<file path="src/rtl/alu_pkg.sv">
// -----------------------------------------------------------------------------
// alu_pkg : opcode and sequencer state types shared by the ALU front end. Rev 1.0
// -----------------------------------------------------------------------------
`default_nettype none

package alu_pkg;

  localparam int OP_W = 3;

  typedef enum logic [OP_W-1:0] {
    OP_ADD = 3'b000,
    OP_LSH = 3'b001,
    OP_AND = 3'b010,
    OP_OR  = 3'b011,
    OP_SUB = 3'b100,
    OP_RSH = 3'b101,
    OP_CMP = 3'b110,
    OP_RSV = 3'b111
  } alu_op_t;

  typedef enum logic [1:0] {
    ST_IDLE  = 2'd0,
    ST_ISSUE = 2'd1,
    ST_DONE  = 2'd2
  } alu_seq_state_t;

  function automatic logic is_shift(input alu_op_t op);
    return (op == OP_LSH) || (op == OP_RSH);
  endfunction

endpackage

`default_nettype wire

</file>
<file path="src/rtl/alu_seq.sv">
// -----------------------------------------------------------------------------
// alu_seq : valid/ready front end driving an external ALU, with repeated shift
//           passes. Optional macro ALU_SEQ_PARITY_EN enables rsp_par. Rev 1.0
// -----------------------------------------------------------------------------
`default_nettype none

module alu_seq
  import alu_pkg::*;
#(
  parameter int W     = 8,
  parameter int CNT_W = 3
) (
  input  logic             Clk,
  input  logic             Reset,
  input  logic             req_valid,
  output logic             req_ready,
  input  logic [W-1:0]     req_a,
  input  logic [W-1:0]     req_b,
  input  logic [OP_W-1:0]  req_op,
  input  logic [CNT_W-1:0] req_cnt,
  output logic [W-1:0]     DatA,
  output logic [W-1:0]     DatB,
  output logic [OP_W-1:0]  ALUop,
  input  logic [W-1:0]     Rslt,
  input  logic             Zero,
  input  logic             Par,
  output logic             rsp_valid,
  input  logic             rsp_ready,
  output logic [W-1:0]     rsp_rslt,
  output logic             rsp_zero,
  output logic             rsp_par
);

  alu_seq_state_t   state_q,    state_d;
  logic [CNT_W-1:0] cnt_q,      cnt_d;
  logic [W-1:0]     dat_a_q,    dat_a_d;
  logic [W-1:0]     dat_b_q,    dat_b_d;
  alu_op_t          alu_op_q,   alu_op_d;
  logic [W-1:0]     rsp_rslt_q, rsp_rslt_d;
  logic             rsp_zero_q, rsp_zero_d;
`ifdef ALU_SEQ_PARITY_EN
  logic             rsp_par_q,  rsp_par_d;
`endif

  logic [CNT_W-1:0] cnt_load;
  alu_op_t          req_op_e;

  assign req_op_e = alu_op_t'(req_op);

  // Reset gates ready so no request is taken while the block is held in reset.
  assign req_ready = (state_q == ST_IDLE) && !Reset;
  assign rsp_valid = (state_q == ST_DONE);

  always_comb begin
    state_d    = state_q;
    cnt_d      = cnt_q;
    dat_a_d    = dat_a_q;
    dat_b_d    = dat_b_q;
    alu_op_d   = alu_op_q;
    rsp_rslt_d = rsp_rslt_q;
    rsp_zero_d = rsp_zero_q;
`ifdef ALU_SEQ_PARITY_EN
    rsp_par_d  = rsp_par_q;
`endif
    cnt_load   = is_shift(req_op_e) ? req_cnt : CNT_W'(1);

    case (state_q)
      ST_IDLE: begin
        if (req_valid && req_ready) begin
          if (cnt_load != '0) begin
            state_d  = ST_ISSUE;
            cnt_d    = cnt_load;
            dat_a_d  = req_a;
            dat_b_d  = req_b;
            alu_op_d = req_op_e;
          end else begin
            // Zero-pass shift: answer straight from operand A, ALU untouched.
            state_d    = ST_DONE;
            rsp_rslt_d = req_a;
            rsp_zero_d = (req_a == '0);
`ifdef ALU_SEQ_PARITY_EN
            rsp_par_d  = ^req_a;
`endif
          end
        end
      end

      ST_ISSUE: begin
        cnt_d = cnt_q - CNT_W'(1);
        if (cnt_q == CNT_W'(1)) begin
          state_d    = ST_DONE;
          rsp_rslt_d = Rslt;
          rsp_zero_d = Zero;
`ifdef ALU_SEQ_PARITY_EN
          rsp_par_d  = Par;
`endif
        end else begin
          dat_a_d = Rslt;
        end
      end

      ST_DONE: begin
        if (rsp_ready) begin
          state_d = ST_IDLE;
        end
      end

      default: begin
        state_d = ST_IDLE;
      end
    endcase
  end

  always_ff @(posedge Clk) begin
    if (Reset) begin
      state_q    <= ST_IDLE;
      cnt_q      <= '0;
      dat_a_q    <= '0;
      dat_b_q    <= '0;
      alu_op_q   <= OP_ADD;
      rsp_rslt_q <= '0;
      rsp_zero_q <= 1'b0;
    end else begin
      state_q    <= state_d;
      cnt_q      <= cnt_d;
      dat_a_q    <= dat_a_d;
      dat_b_q    <= dat_b_d;
      alu_op_q   <= alu_op_d;
      rsp_rslt_q <= rsp_rslt_d;
      rsp_zero_q <= rsp_zero_d;
    end
  end

`ifdef ALU_SEQ_PARITY_EN
  always_ff @(posedge Clk) begin
    if (Reset) begin
      rsp_par_q <= 1'b0;
    end else begin
      rsp_par_q <= rsp_par_d;
    end
  end

  assign rsp_par = rsp_par_q;
`else
  logic par_unused;
  assign par_unused = Par;
  assign rsp_par    = 1'b0;
`endif

  assign DatA     = dat_a_q;
  assign DatB     = dat_b_q;
  assign ALUop    = alu_op_q;
  assign rsp_rslt = rsp_rslt_q;
  assign rsp_zero = rsp_zero_q;

endmodule

`default_nettype wire
</file>
<file path="config.mk">
export PLATFORM = sky130hd
export DESIGN_NAME = alu_seq
export DESIGN_NICKNAME = d
export VERILOG_FILES = /design/src/rtl/alu_pkg.sv /design/src/rtl/alu_seq.sv
export SDC_FILE = /design/constraint.sdc
export NUM_CORES = 1
export LEC_CHECK = 0
export ABC_AREA = 1
export BUFFER_PORTS_ARGS = -buffer_cell sky130_fd_sc_hd__buf_2
export CAP_MARGIN = 20
export CORE_MARGIN = 2
export CORE_UTILIZATION = 50
export CTS_CLUSTER_DIAMETER = 50
export CTS_CLUSTER_SIZE = 16
export DETAILED_ROUTE_END_ITERATION = 6
export GPL_TIMING_DRIVEN = 0
export PLACE_DENSITY = 0.83
export SETUP_SLACK_MARGIN = 0.2
export SLEW_MARGIN = 0
export SYNTH_ARGS = -nofsm -noshare
export SYNTH_HDL_FRONTEND = slang
export SYNTH_SLANG_ARGS = --single-unit
export TNS_END_PERCENT = 100
</file>
<file path="constraint.sdc">
create_clock -name Clk -period 4.6 [get_ports Clk]
set_clock_uncertainty 0.2 [all_clocks]
set_input_delay 1.38 -clock Clk [delete_from_list [all_inputs] [get_ports Clk]]
set_output_delay 1.38 -clock Clk [all_outputs]
set_load 0.02 [all_outputs]
</file>
==> metrics.md, run 1 <==
| Metric | Value |
|---|---|
| Power density cells | 354 nW/um2 |
| Synth Area in XOR/XNOR | 0% |
| Grt total ovfl | 0 |
| Unique cell type count in the Yosys netlist | 19 |
| Final Max Tran Viols | 0 |
| Core Box Area | 3030 um2 |
| Cell taking the most area after synthesis | dfxtp_1 |
| Antenna violations before repair | 0 |
| Setup violators final | 0 |
| Sink Count | 33 |
| Ys Warns | 0 |
| Crit path required time | 3020 ps |
| Final critical-path share of the clock period | about 76% |
| Final weighted congestion in routability-driven placement | between 0.8 and 0.9 |
| Largest family of logic cells by synthesized area | simple AND/OR/NAND/NOR gates |
| Post-synthesis register bit count | 33 |
| DR vias | 1663 |
| GRT Overall Usage | 22.3% |
| Final net count | 345 |
| # diodes | 0 |
| Core Rows | 20 |
| DRT iter0 DRCs | 104 |
| Clk slew on worst S/H paths | 90 ps |
| Adder-cell share of the synthesized area | 1.58% |
| Worst setup path class | in -> out |
| PostCTS Resize Cnt | 0 |
| Worst slack, placed | 1110 ps |
| Synth Area in Simple Gates | 35.1% |
| Synth Area per Inst | 6.73 um2 |
| Worst Slack Setup Final | 1110 ps |
| Max cap viols | 0 |
| Die Wd | 60.4 um |
| Synth top area share | 41.6% |
| Die H | between 60 and 70 um |
| Routed WL | between 3 and 4 mm |
| Largest fanout on the critical path | 6 |
| Antenna-violating nets left | 0 |
| Most frequent cells in the layout | buf_2, nor2_1, nand2_1 |
| Post-CTS Setup Bufs | 0 |
| Final Hold Fails | 0 |
| Syn nets | about 270 |
| Initial Util | between 50% and 60% |
| Status | finished clean |
| Hold_buf cts | 0 |
| Sequential fraction of the synthesis area | 41.6% |
| Post-synthesis mux area share | 0% |
| P_leak | 1.09 nW |
| Cells after Synth | 236 |
| Final setup TNS | 0 ps |
| CP startpoint kind | primary input |
| FMAX | 0.286 GHz |
| DRC | 0 |
| First-pass GRT wire length | 6.04 mm |
| Worst vdd ir | approximately 220 uV |
| CP arrival | 1910 ps |
| H-tree depth | 2 |
| Vias in the first global route | 1442 |
| CTS root buffer | clkbuf_4 |
| CTS tree | yes |
| CP Capture Type | output port |
| Complex-gate fraction of the synthesized area | 11.6% |
| Inserted Clock Buffers | 5 |
| Drt pass-1 iters | 4 |
| Port-buffer cells | 64 |
| DR vias/cell | roughly 4.7 |
| CTS Buffer Depth | 2 |
| Clk Latency, worst-skew pair | 340 ps |
| Avg WL per Cell | 10.5 um |
| Ports | 67 |
| RSZ-0062 raised after global routing | false |
| Worst Hold Class | reg -> reg |
| Area of the die | approximately 3600 um2 |
| Fin crit period | approximately 3500 ps |
| Top post-synthesis cells by area | dfxtp_1, nor2_1, nand2_1 |
| Synth-to-layout area growth | 28.1% |
| Netlist Area Pre-Place | 1590 um2 |
| Layout cells sized above 1 | 29.9% |
| Pin count of the biggest net entering global routing | 11 |
| Total Power | 0.719 mW |
| Layout Cells excl Fill | 352 |
| Commonest non-fill, non-tap cell in the layout | buf_2 |
| Cells after DPL | roughly 340 |
| HPWL Detailed | 2.77 mm |
[cell type report]
type | instances | area (um2)
clock inverter | 1 | 5.00
timing repair buffer | 64 | 320
inverter | 21 | 78.8
clock buffer | 7 | 65.1
fill | 283 | 995
buffer | 10 | 78.8
tap | 44 | 55.1
multi-input combinational | 172 | 769
sequential | 33 | 661
[power by group]
group	leakage, nW	switching [mW]	total (mW)	internal (mW)
registers	0.271	0.0131	0.327	0.314
clock network	0.0413	0.102	0.190	0.0885
logic	0.773	0.128	0.202	0.0746
[state kept, by name, summed over array words and instances (netlist names)]
register,count
rsp_zero,1
cnt_q,3
rsp_rslt,8
DatB,8
ALUop,3
DatA,8
state_q,2
[layer usage]
metal | global-route usage, % | wire length (um) | vias up
li1 | - | - | 878
met3 | 6.40 | 293 | 5
met4 | 9.84 | 50 | 0
met1 | 28.6 | 1610 | 720
met2 | 34.9 | 1750 | 60
met5 | 0 | 0 | -
[Yosys cell counts]
master    instances
nor2_1           58
nand2_1          49
dfxtp_1          33
o21ai_0          22
inv_1            20
nand3_1          16
a21oi_1          13
buf_4             5
or2_2             4
buf_6             3
nand2_2           3
clkbuf_1          2
ha_1              2
conb_1            1
inv_2             1
nand3_2           1
nor2_4            1
nor3_2            1
o21ai_2           1
[critical path: stages]
cell    delay (ps)
buf_2          150
nor3_2         180
buf_2          210
[cells by family after synthesis]
family                     count (synthesis)
other                                      1
AOI/OAI and AO/OA                         36
adders and majority gates                  2
and+or+nand+nor                          133
buffers and inverters                     31
DFF                                       33
[through the flow]
stage | hold WS [ps] | util [%] | instance area (um2)
5_1_grt | 306 | 67.1 | 2030
3_3_place_gp | 257 | 64.8 | 1960
6_report | 285 | 67.1 | 2030
2_1_floorplan | 252 | - | 1590
4_1_cts | 289 | 67.1 | 2030
3_5_place_dp | 263 | 64.8 | 1960
[worst paths after layout]
| check | endpoint | slack (ps) | startpoint | cells past startpoint |
|---|---|---|---|---|
| worst max-delay path | req_ready | 1110 | Reset | 3 |
| worst max register to register | rsp_rslt[4] | 2840 | state_q[1] | 7 |
| worst min register to register | ALUop[2] | 280 | ALUop[2] | 2 |
| worst min-delay path | ALUop[2] | 280 | ALUop[2] | 2 |
(Power assumes the default switching activity.)
==> run 2: changes to the inputs <==
--- a/config.mk
+++ b/config.mk
@@ -9,12 +9,12 @@
 export BUFFER_PORTS_ARGS = -buffer_cell sky130_fd_sc_hd__buf_2
 export CAP_MARGIN = 20
 export CORE_MARGIN = 2
-export CORE_UTILIZATION = 50
+export CORE_UTILIZATION = 47
 export CTS_CLUSTER_DIAMETER = 50
 export CTS_CLUSTER_SIZE = 16
 export DETAILED_ROUTE_END_ITERATION = 6
 export GPL_TIMING_DRIVEN = 0
-export PLACE_DENSITY = 0.83
+export PLACE_DENSITY = 0.79
 export SETUP_SLACK_MARGIN = 0.2
 export SLEW_MARGIN = 0
 export SYNTH_ARGS = -nofsm -noshare
==> constraint.sdc (replaced) <==
create_clock -name Clk -period 3.6 [get_ports Clk]
set_clock_uncertainty 0.2 [all_clocks]
set_input_delay 1.08 -clock Clk [delete_from_list [all_inputs] [get_ports Clk]]
set_output_delay 1.08 -clock Clk [all_outputs]
set_load 0.02 [all_outputs]
==> metrics.md, run 2 (synthesis gave the netlist of run 1 again) <==
| Metric | Value |
|---|---|
| Sink Count | 33 (unchanged) |
| Worst reg2reg startpoint | state_q[1] |
| CP arrival | 1620 ps (-290 ps) |
| Switching pwr | 0.312 mW (+29%) |
| First-pass GRT wire length | 6.60 mm (+9.2%) |
| Initial Util | 48.3% (-4.1 points) |
| Clk Latency, worst-skew pair | 330 ps (about the same) |
| CTS tree | yes |
| Commonest non-fill, non-tap cell in the layout | buf_2 |
| Clock share of power | 26.5% (about the same) |
| PostCTS Resize Cnt | 0 (unchanged) |
| Clk slew on worst S/H paths | 100 ps (about the same) |
| Port-buffer cells | 64 (unchanged) |
| Routed WL | 3.84 mm (+3.8%) |
| RSZ-0062 raised after global routing | false |
| CP startpoint kind | primary input |
| Vias in the first global route | 1550 (+7.5%) |
| DRC | 0 (unchanged) |
| Hold_buf cts | 0 (unchanged) |
| Pin count of the biggest net entering global routing | 11 (unchanged) |
| Hold depth | 2 (unchanged) |
| Die Wd | 62.1 um (+2.9%) |
| Fin crit period | 2900 ps |
| GRT Overall Usage | 21.1% (-1.2 points) |
| Core Box Area | 3280 um2 (+8.5%) |
| Cells after DPL | 346 (+0.58%) |
| Internal cell power | 0.609 mW (+28%) |
| Final Hold Fails | 0 (unchanged) |
| # diodes | 0 (unchanged) |
| P_leak | 1.09 nW (unchanged) |
| Area of the die | 3860 um2 (+6.0%) |
| CTS Buffer Depth | 2 (unchanged) |
| Reg2reg end | rsp_rslt[4] |
| Antenna violations before repair | 0 (unchanged) |
| R2r setup slk | 1790 ps (-1050 ps) |
| HPWL Detailed | 2.85 mm (+2.8%) |
| Switch share | 33.9% (+0.15 points) |
| Final setup TNS | 0 ps (unchanged) |
| Final net count | 345 (unchanged) |
| Layout cells sized above 1 | 29.9% (unchanged) |
| Final weighted congestion in routability-driven placement | 0.823 (-3.7%) |
| Post-CTS Setup Bufs | 0 (unchanged) |
| Avg WL per Cell | 10.9 um (+3.3%) |
| Worst vdd ir | 235 uV (+5.1%) |
| Synth-to-layout area growth | 28.2% |
| Max cap viols | 0 (unchanged) |
| Crit path required time | 2320 ps (-700 ps) |
| DR vias | 1671 (+0.48%) |
| H-tree depth | 2 (unchanged) |
| Status | finished clean |
| Worst Hold Class | reg -> reg |
| Antenna-violating nets left | 0 (unchanged) |
| Setup crit start | Reset |
| Combinational Power Share | 28.0% (about the same) |
| Part of the power in registers | 45.5% (about the same) |
| Worst setup path class | in -> out |
| Worst reg-to-reg path cell count | 7 (unchanged) |
| Fillcell total | 332 (+17%) |
| Layout Cells excl Fill | 354 (+0.57%) |
| Largest fanout on the critical path | 6 (unchanged) |
| Die H | 62.1 um (+2.9%) |
| CP Capture Type | output port |
| Setup violators final | 0 (unchanged) |
| Final critical-path share of the clock period | 80.7% |
| DRT iter0 DRCs | 94 (-9.6%) |
| CP endpoint | req_ready |
| Ports | 67 (unchanged) |
| Final Max Tran Viols | 0 (unchanged) |
| Drt pass-1 iters | 5 (+1) |
| DR vias/cell | 4.72 (about the same) |
| CTS root buffer | clkbuf_4 |
| Grt total ovfl | 0 (unchanged) |
| Core Rows | 21 (+5.0%) |
| Power density cells | 453 nW/um2 (+28%) |
| Inserted Clock Buffers | 5 (unchanged) |
| FMAX | approximately 0.34 GHz |
| Most frequent cells in the layout | buf_2, nor2_1, nand2_1 |
run 2: cell counts in the layout (fill, tap and decap cells not counted):
No cell type changed its count.
run 2: cell type report:
cell class | instances | area (um2) | area share (%)
Multi-Input combinational cell | 172 | 769 | 37.8
Tap cell | 46 | 57.6 | 2.83
Timing Repair Buffer | 64 | 320 | 15.7
Clock buffer | 7 | 65.1 | 3.20
Inverter | 21 | 78.8 | 3.87
Clock inverter | 1 | 5.00 | 0.246
Sequential cell | 33 | 661 | 32.5
Buffer | 10 | 78.8 | 3.87
run 2: power by group through the flow:
stage,clock [mW],combinational [mW],sequential (mW)
3_5_place_dp,0,0.256,0.428
6_report,0.244,0.258,0.419
2_1_floorplan,0,0.141,0.463
5_1_grt,0.268,0.289,0.425
4_1_cts,0.245,0.258,0.420
3_3_place_gp,0,0.253,0.426
run 2: how the worst min path moves through the flow:
stage                         from  endpoint  slack [ps]
after CTS                  DatB[0]   DatB[0]         290
after global routing       DatB[5]   DatB[5]         310
final                     ALUop[2]  ALUop[2]         290
after detailed placement  ALUop[0]  ALUop[0]         270
after global placement    ALUop[2]  ALUop[2]         260
after floorplan           cnt_q[1]  cnt_q[1]         250
run 2: routing by layer:
| metal | global-route usage (%) | up-vias | share of wire, % |
|---|---|---|---|
| met5 | 0 | - | 0 |
| met4 | 9.17 | 0 | 1.9 |
| met3 | 5.25 | 6 | 5.4 |
| met2 | 35.7 | 48 | 48 |
| met1 | 25.3 | 735 | 44 |
| li1 | - | 882 | - |
run 2: per-stage QoR:
stage	instance area (um2)	setup slack, ps	power, mW	utilization [%]	hold slack (ps)
2_1_floorplan	1590	910	0.604	-	252
3_3_place_gp	1970	701	0.679	59.8	257
3_5_place_dp	1970	704	0.685	59.8	268
4_1_cts	2040	703	0.923	62.0	292
5_1_grt	2040	645	0.982	62.0	315
6_report	2040	695	0.921	62.0	286
run 2: critical path: stages:
cell    delay (ps)
buf_2          150
nor3_2         180
buf_2          210
==> run 3: changes to the inputs <==
--- a/config.mk
+++ b/config.mk
@@ -5,16 +5,16 @@
 export SDC_FILE = /design/constraint.sdc
 export NUM_CORES = 1
 export LEC_CHECK = 0
-export ABC_AREA = 1
+export ABC_AREA = 0
 export BUFFER_PORTS_ARGS = -buffer_cell sky130_fd_sc_hd__buf_2
 export CAP_MARGIN = 20
 export CORE_MARGIN = 2
-export CORE_UTILIZATION = 47
+export CORE_UTILIZATION = 43
 export CTS_CLUSTER_DIAMETER = 50
 export CTS_CLUSTER_SIZE = 16
 export DETAILED_ROUTE_END_ITERATION = 6
 export GPL_TIMING_DRIVEN = 0
-export PLACE_DENSITY = 0.79
+export PLACE_DENSITY = 0.76
 export SETUP_SLACK_MARGIN = 0.2
 export SLEW_MARGIN = 0
 export SYNTH_ARGS = -nofsm -noshare
==> constraint.sdc (replaced) <==
create_clock -name Clk -period 2.5 [get_ports Clk]
set_clock_uncertainty 0.2 [all_clocks]
set_input_delay 0.75 -clock Clk [delete_from_list [all_inputs] [get_ports Clk]]
set_output_delay 0.75 -clock Clk [all_outputs]
set_load 0.02 [all_outputs]
==> metrics.md, run 3 <==
| Metric | Value |
|---|---|
| Slowest-stage cell, CP | buf_4 |
| Clk slew on worst S/H paths | 70 ps (-30 ps) |
| Cell breakdown of the critical path | buf_4, buf_8, nor3_4, buf_6 |
| Final net count | 269 (-22%) |
| Worst reg-to-reg path cell count | 6 (-1) |
| DR vias/cell | 4.98 (+5.5%) |
| Status | finished clean |
| Final weighted congestion in routability-driven placement | 0.812 (-1.3%) |
| Antenna violations before repair | 0 (unchanged) |
| Top post-synthesis cells by count | dfxtp_1, nor2_1, mux2i_1 |
| DR vias | 1395 (-17%) |
| Worst Hold Class | reg -> reg |
| P_leak | 1.07 nW (-1.8%) |
| Syn nets | 199 (-27%) |
| Rel. slew slack | between 50% and 60% |
| Cells after DPL | 272 (-21%) |
| Most frequent cells in the layout | buf_2, dfxtp_1, nor2_1 |
| Setup violators final | 0 (unchanged) |
| CP arrival | 1320 ps (-300 ps) |
| Worst Slack Setup Final | 228 ps (-467 ps) |
| Worst vdd ir | 423 uV (+80%) |
| H-tree depth | 2 (unchanged) |
| Crit path required time | 1550 ps (-770 ps) |
| Layout cells sized above 1 | 44.0% (+14 points) |
| Unique cell type count in the Yosys netlist | 38 (+19) |
| DRT iter0 DRCs | 62 (-34%) |
| FMAX | 0.440 GHz |
| CTS root buffer | clkbuf_8 |
| Sequential fraction of the synthesis area | 41.1% (-0.55 points) |
| Cells after Synth | 161 (-32%) |
| Final Max Tran Viols | 0 (unchanged) |
| Routed WL | 3.62 mm (-5.7%) |
| Area of the die | 4250 um2 (+10%) |
| Grt total ovfl | 0 (unchanged) |
| Crit-path max cell delay | 160 ps (-50 ps) |
| Antenna-violating nets left | 0 (unchanged) |
| Port-buffer cells | 63 (-1.6%) |
| Largest fanout on the critical path | 10 (+4) |
| Commonest non-fill, non-tap cell in the layout | buf_2 |
| CP Capture Type | output port |
| DRC | 0 (unchanged) |
| Sink Count | 33 (unchanged) |
| Hold depth | 2 (unchanged) |
| HPWL Detailed | 2.77 mm (-2.7%) |
| Top delay family on crit path | buffers and inverters |
| CTS tree | yes |
| GRT Overall Usage | 18.2% (-2.9 points) |
| Netlist Area Pre-Place | 1610 um2 (+1.3%) |
| Layout Cells excl Fill | 280 (-21%) |
| # diodes | 0 (unchanged) |
| Worst setup path class | in -> out |
| Worst slack, placed | 28.8 ps (-675 ps) |
| Synth top area share | 41.1% (-0.55 points) |
| CP startpoint kind | primary input |
| Power density cells | 681 nW/um2 (+51%) |
| Fillcell total | 336 (+1.2%) |
| Top FF cell, synth | dfxtp_1 |
| Final Hold Fails | 0 (unchanged) |
| Total Power | 1.45 mW (+58%) |
| Initial Util | 44.3% (-4.1 points) |
| Levels on crit path | 4 (+1) |
| Count leader, synth | dfxtp_1 |
| Max cap viols | 0 (unchanged) |
| First-pass GRT wire length | 5.92 mm (-10%) |
| Final setup TNS | 0 ps (unchanged) |
| Inserted Clock Buffers | 5 (unchanged) |
| Synth async-reset ratio | 0% (unchanged) |
| Fin crit period | 2270 ps |
| Clk Latency, worst-skew pair | 280 ps (-50 ps) |
| Core Box Area | 3630 um2 (+11%) |
| Core Rows | 22 (+4.8%) |
| Final critical-path share of the clock period | approximately 91% |
| Avg WL per Cell | 12.9 um (+19%) |
| Ports | 67 (unchanged) |
| Synth Area per Inst | 9.99 um2 (+49%) |
| Worst-margin pin slew | 638 ps |
| RSZ-0062 raised after global routing | false |
| Die Wd | 65.2 um (+4.9%) |
| Ys Warns | 0 (unchanged) |
| Cell taking the most area after synthesis | dfxtp_1 |
| EDFF count, synth | 0 (unchanged) |
| Post-synthesis register bit count | 33 (unchanged) |
| CTS Buffer Depth | 2 (unchanged) |
| Die H | 65.2 um (+4.9%) |
| WP buf/inv | 3 (+1) |
| Drt pass-1 iters | 4 (-1) |
| Synth-to-layout area growth | 32.5% |
| Pin count of the biggest net entering global routing | 11 (unchanged) |
| Top post-synthesis cells by area | dfxtp_1, mux2i_1, a211oi_2 |
| Vias in the first global route | 1331 (-14%) |
-- run 3: cell types whose count changed in the layout (fill, tap and decap cells not counted), sizes merged, moves of 4 or more --
cell    change
inv        -10
nand2      -48
nand3      -17
or2         -4
o21ai      -21
mux2        +8
nor2       -37
a211oi      +8
mux2i      +19
-- run 3: timing repair --
item                                    4_1_cts  5_1_grt
hold buffers                                  0        0
buffers inserted                              0        0
endpoints found under the setup margin        1        1
resized for setup                             3        3
-- run 3: per-stage QoR --
| stage | instance area (um2) | util, % | hold slack (ps) |
|---|---|---|---|
| floorplan | 1620 | - | 268 |
| global placement | 2000 | 55.0 | 255 |
| detailed placement | 2000 | 55.0 | 255 |
| CTS | 2120 | 58.4 | 265 |
| global route | 2130 | 58.7 | 279 |
| finish | 2130 | 58.7 | 261 |
-- run 3: final timing paths --
kind         startpoint   endpoint  slack [ps]
max               Reset  req_ready         230
min             DatA[2]    DatA[2]         260
max reg2reg  state_q[0]    DatA[1]         540
min reg2reg     DatA[2]    DatA[2]         260
-- run 3: worst register-to-register path, cell delays in order (launching register included) --
cell,delay (ps)
dfxtp_1,550
nor2b_1,180
buf_4,190
buf_6,160
mux2_2,370
a21oi_1,160
a211oi_2,60
-- run 3: per-layer routing --
layer	up-vias	global-route usage [%]	wire length (um)
met1	630	21.7	1630
met4	0	4.69	17
met2	60	30.0	1630
met5	-	0	0
li1	701	-	-
met3	4	7.88	349
-- run 3: cells by family after synthesis --
family / count (synthesis) / share of synthesized area (%)
buf+inv: 22 / 7.78
fa+ha+maj: 2 / 1.55
mux: 27 / 17.4
compound gates: 32 / 16.6
simple gates: 44 / 15.3
other cells: 1 / 0.233
flops: 33 / 41.1
-- run 3: layout make-up --
cell class              count  area [um2]  area share, %
plain buffers              11        97.6           4.58
clock buffers               7        86.3           4.05
clock inverters             1        30.0           1.41
inverters                  11        41.3           1.94
multi-input cells         106         835           39.1
flip-flops and latches     33         661           31.0
well taps                  48        60.1           2.82
repair buffers             63         322           15.1
-- run 3: report_power, final --
group / switching (mW) / internal (mW)
Combinational: 0.190 / 0.155
Clock: 0.185 / 0.325
Sequential: 0.0278 / 0.570
